==> src/rtl/inst_fetch_unit.sv <==
// rtl/inst_fetch_unit.sv - instruction fetch: four byte beats over a req/ack port, one-cycle valid to IF/ID
// Fetch starts from IDLE on chipEnable and returns to IDLE on the final beat, a flush or reset.
module inst_fetch_unit #(
  parameter int ADDR_W = 32,
  parameter int INST_W = 32
) (
  input  logic              clk,
  input  logic              rst,
  input  logic              chipEnable,
  input  logic [ADDR_W-1:0] pc,
  input  logic              flush,
  output logic              mem_req,
  output logic [ADDR_W-1:0] mem_addr,
  input  logic [7:0]        mem_rdata,
  input  logic              mem_ack,
  output logic [INST_W-1:0] inst,
  output logic [ADDR_W-1:0] inst_pc,
  output logic              inst_valid,
  output logic              stall_if
);

  typedef enum logic {
    IDLE,
    FETCH
  } state_t;

  state_t            state;
  state_t            state_nxt;
  logic [ADDR_W-1:0] base;
  logic [1:0]        byte_cnt;
  logic [23:0]       shift_buf;
  logic              start;
  logic              beat_done;
  logic              last_beat;

  // Beat address wraps naturally modulo 2^ADDR_W.
  assign mem_addr = base + ADDR_W'(byte_cnt);

  always_ff @(posedge clk) begin
    if (rst) begin
      state <= IDLE;
    end else begin
      state <= state_nxt;
    end
  end

  always_comb begin
    state_nxt = state;
    mem_req   = 1'b0;
    stall_if  = 1'b0;
    start     = 1'b0;
    beat_done = 1'b0;
    last_beat = 1'b0;
    case (state)
      IDLE: begin
        // A flush here lets the PC register load the branch target instead.
        if (chipEnable && !flush) begin
          stall_if  = 1'b1;
          start     = 1'b1;
          state_nxt = FETCH;
        end
      end
      FETCH: begin
        mem_req   = 1'b1;
        beat_done = mem_ack && !flush;
        last_beat = beat_done && (byte_cnt == 2'd3);
        if (flush) begin
          state_nxt = IDLE;
        end else begin
          // Release the PC register on the edge that completes the word.
          stall_if = !last_beat;
          if (last_beat) begin
            state_nxt = IDLE;
          end
        end
      end
    endcase
  end

  always_ff @(posedge clk) begin
    if (rst) begin
      base       <= '0;
      byte_cnt   <= '0;
      shift_buf  <= '0;
      inst       <= '0;
      inst_pc    <= '0;
      inst_valid <= 1'b0;
    end else begin
      inst_valid <= last_beat;
      if (start) begin
        base      <= pc;
        byte_cnt  <= '0;
        shift_buf <= '0;
      end
      if (beat_done) begin
        byte_cnt  <= byte_cnt + 2'd1;
        // Shifting in from the top leaves bytes 0..2 in little-endian order.
        shift_buf <= {mem_rdata, shift_buf[23:8]};
      end
      if (last_beat) begin
        inst    <= INST_W'({mem_rdata, shift_buf});
        inst_pc <= base;
      end
    end
  end

endmodule
==> config.mk <==
export PLATFORM = sky130hd
export DESIGN_NAME = inst_fetch_unit
export DESIGN_NICKNAME = d
export VERILOG_FILES = /design/src/rtl/inst_fetch_unit.sv
export SDC_FILE = /design/constraint.sdc
export NUM_CORES = 1
export LEC_CHECK = 0
export CORE_ASPECT_RATIO = 1.2
export CORE_MARGIN = 2
export CORE_UTILIZATION = 60
export CTS_CLUSTER_SIZE = 8
export DETAILED_ROUTE_END_ITERATION = 10
export DONT_BUFFER_PORTS = 1
export GPL_ROUTABILITY_DRIVEN = 0
export GPL_TIMING_DRIVEN = 0
export PLACE_DENSITY = 0.76
export SYNTH_ARGS = -nofsm -noshare
export SYNTH_HDL_FRONTEND = slang
export SYNTH_SLANG_ARGS = --single-unit
==> constraint.sdc <==
create_clock -name clk -period 3 [get_ports clk]
set_clock_uncertainty 0.2 [all_clocks]
set_input_delay 0.45 -clock clk [delete_from_list [all_inputs] [get_ports clk]]
set_output_delay 0.45 -clock clk [all_outputs]
set_load 0.02 [all_outputs]
* Word-level counts from Yosys, hierarchy flattened
Cells that the tools add are included.
** Cells by class
- Reductions and logical operators :: 6
- Multiplexer cells :: 14
- Eq/ne operators :: 1
- Bitwise operators :: 1
- Add/subtract/negate cells :: 2
** Operators by type and width (number)
- 24-bit 2-to-1 mux :: 2
- 32-bit by 2-bit adder with 32-bit output :: 1
- 1-bit 2-to-1 mux :: 8
- 2-bit 2-to-1 mux :: 2
- 1-bit case mux with 2 select lines :: 2
- 1-bit logical AND :: 3
- 2-bit by 1-bit adder with 2-bit output (second input constant) :: 1
- 2-bit equality test (second input constant) :: 1
- 1-bit logical NOT :: 2
- 2-bit nonzero test :: 1
- 1-bit NOT :: 1
** Storage, ports and cells
- Input bits :: 45
- Word-level logic and storage cells :: 31
- Output and inout bits :: 99
- Bits in registers :: 124

* Longest topological paths before layout
- Word-level depth :: 6
- Depth in mapped cells :: 8
- Gate-level depth less buffers :: 7

* Worst setup path before layout
OpenSTA, ideal clock, no wires.
- Path type :: register -> output
- Start :: register byte_cnt[0]
- End :: output mem_addr[20]
- Setup slack :: 279 ps
- Buffers on the path :: 1
- Cell stages (with the launch flop) :: 9
- Required time :: 2350 ps
- Arrival time :: 2071 ps
- Path through :: dfxtp_1 -> ha_1 -> inv_1 -> fa_1 -> and4b_1 -> buf_4 -> nand3_4 -> nor4_1 -> xor2_1
** On the way
- Longest elaborated chain between the ends :: 1
** RTL lines
- from (decl) :: line 30 : logic [1:0] byte_cnt;
- from (signal assigned) :: line 96 : byte_cnt <= byte_cnt + 2'd1;
- 32-bit by 2-bit adder with 32-bit output :: line 37 : assign mem_addr = base + ADDR_W'(byte_cnt);
- to (decl) :: line 13 : output logic [ADDR_W-1:0] mem_addr,
Every way passes these cells.

* Worst setup path in the final report
Ends and elaborated chain as after synthesis.

==> results.cfg <==
[global_route]
groute.layer.met2.usage_pct = 54.6
vias_in_the_first_global_route = 4562
globalRouteMet3Util_pct = 9.29
grt.met1_usage_pct = 34.3
antenna_violations_before_repair = 0
grt_first_pass_wirelength_um = 22300
grt_max_degree = 17
grt_overflow = 0
grt_util_all_layers_pct = 31.4
grt-busiest-layer = met2

[timing]
drv_slew = 0
fin_hold_ws_ns = 0.0395
final_setup_slack_of_the_worst_path_ns = -0.102
final_period_demand_of_the_worst_path_ns = 3.10
finalSetupTns_ns = -0.611
final.period_utilization_pct = 103
rsz0062_at_grt = yes
achievable_frequency_mhz = 322
finalSetupViolations = 9
worst_pin_slew_ns = 0.787
hold_violations = 0
worst_slew_margin_rel_pct = 47.1

[outcome]
violations = negative setup slack
run_status = finished with violations

[synthesis]
post-synth-top-area-fraction_pct = 49.5
synth_seq_cells = 124
synth_area_in_compound_gates_pct = 13.4
post_synth_cell_types = 33
synth.area.mux_share_pct = 0.200
synthMostInstantiatedCell = nand2_1
dominantRegCellSynth = dfxtp_1
synth-xor-area-share_pct = 5.24
yosysWarningCount = 0
ys_top_cells_by_count = nand2_1, dfxtp_1, a21oi_1, nor2_1, clkbuf_1
synth_sequential_area_ratio_pct = 49.5
synth-async-reset-ratio_pct = 0
synth_top_cell_by_area = dfxtp_1
post_synth_main_area_contributors = dfxtp_1, nand2_1, a21oi_1
number_of_flops_mapped_to_enable_cells_by_yosys = 0
syn-mean-instance-area_um2 = 8.11
synth_top_family_by_area = simple AND/OR/NAND/NOR gates
net_count_synth = 667
synthAdderAreaFrac_pct = 1.15
number_of_instances_in_the_synthesized_netlist = 618
post_synth_and_or_nand_nor_area_fraction_pct = 25.4
post_synthesis_cell_area_um2 = 5010

[clock_tree]
cts_num_sinks = 124
clk_pin_slew_worst_paths_ns = 0.06
tritoncts.num_buffers = 17
htreeDepth = 4
cts_root_buffer = clkbuf_8
clock_latency_ns = 0.53
cts_tree = built
max-clock-path-buffers = 2

[worst_setup_path]
timing.critical_path.to = mem_addr[20]
reg2reg_from = state
start_kind = flip-flop
timing_worst_setup_path_type = flip-flop to output port
required_ns = 2.35
crit_path_max_fanout = 6
r2r_setup_slack_ns = 0.75
timing.critical_path.to_type = output port
ff2ff_path_depth = 6
rr_endpoint = inst_pc[2]
cp_data_arrival_time_ns = 2.45
crit_path_start = byte_cnt[0]

[drt]
routed-via-count = 4684
post_route_drc_violation_count = 0
drt_pre_antenna_iters = 5
average_detailed_routed_wire_length_per_instance_um = 18.7
vias_per_cell = 5.88
number_of_nets_still_failing_antenna_checks_after_routing = 0
drt_iter0_markers = 301
postRouteWirelength_um = 14900

[cells_and_area]
post_route_cells_drive_above_1_share_pct = 16.4
multi_input_area_um2 = 2580
final-instance-count-excl-fill = 797
ff_latch_area_um2 = 2500
postLayoutCellArea_um2 = 6610
antenna-diode-count = 0
fin_nets = 738
post-route-util_pct = 81.5
layout.filler_cells = 473
area_growth_pct = 31.8

[place]
port-buffer-count = 0
dp_hpwl_um = 8980
place_inst = 713
detailed_place.area_um2 = 5130
post-place-ws_ns = 0.0567

[floorplanning]
placementRows = 36
io_pins = 144
die_width_um = 87.4
die_area_um2 = 9110
floorplan.initialDensity_pct = 61.8
core-area_um2 = 8110
die_height_um = 104

[worst_hold_path]
hold_path.class = input pin to flip-flop

[pwr]
power.density_nw_per_um2 = 627
cellLeakagePower_nw = 2.50
irDropWorstVdd_mv = 0.474
design_power_total_mw = 4.14

[run]
drv.max_cap_violation_count = 0
==> logic make-up (layout without fill, tap and decap cells) <==
family	after synthesis	in the layout
simple gates	286	286
flops	124	124
compound gates	122	122
buf+inv	51	135
xor+xnor	30	30
fa+ha+maj	4	4
mux	1	1
==> worst min path at each step <==
stage                      start  endpoint  slack (ns)  depth (start not counted)
global placement    shift_buf[0]   inst[0]        0.24                          2
detailed placement  shift_buf[0]   inst[0]        0.25                          2
CTS                   chipEnable   base[0]        0.03                          3
floorplan           shift_buf[0]   inst[0]        0.23                          2
finish                chipEnable   base[0]        0.04                          3
global route          chipEnable   base[0]        0.08                          3
==> worst max-delay path: stages (launching register included) <==
cell	delay [ns]
dfxtp_4	0.37
ha_4	0.13
inv_2	0.03
fa_2	0.34
and4b_1	0.28
buf_6	0.13
nand3_4	0.14
nor4_4	0.21
xor2_2	0.29
==> layout make-up <==
| cell class | instances | share of cell area, % |
|---|---|---|
| multi-input combinational | 443 | 39.0 |
| sequential | 124 | 37.8 |
| timing repair buffer | 52 | 7.69 |
| clock buffer | 21 | 6.80 |
| buffer | 46 | 3.77 |
| clock inverter | 11 | 2.88 |
| tap | 95 | 1.80 |
| inverter | 5 | 0.284 |
==> cells in the final DEF (no fill, tap or decap), types with 10 or more instances in the layout <==
cell type / instances
buf_4: 16
dlygate4sd3_1: 42
clkbuf_1: 28
a22oi_1: 25
nor2_1: 31
dfxtp_1: 115
clkbuf_16: 16
nand2_1: 202
xnor2_2: 13
nand4_1: 10
a21oi_1: 96
==> what timing repair did <==
action,CTS,global route
endpoints found under the hold margin,49,0
setup endpoints to repair,18,23
pin swaps,5,7
setup buffers,6,3
hold buffers,42,0
cloned,0,1
resized for setup,32,31
==> layer usage <==
| layer | part of all wire (%) | up-vias |
|---|---|---|
| met4 | 3.5 | 0 |
| met3 | 7.2 | 52 |
| met2 | 53 | 215 |
| li1 | - | 2193 |
| met5 | 0 | - |
| met1 | 37 | 2224 |
==> flip-flops by register name (all words and copies together), names as in the netlist <==
register	cells
shift_buf	24
inst	32
inst_valid	1
state	1
base	32
inst_pc	32
byte_cnt	2
==> power breakdown <==
group          total, mW  internal (mW)  switching [mW]
clock               2.21           1.48           0.737
sequential          1.71           1.67          0.0383
combinational      0.221         0.0884           0.132
Power figures use the tool's default switching activity.
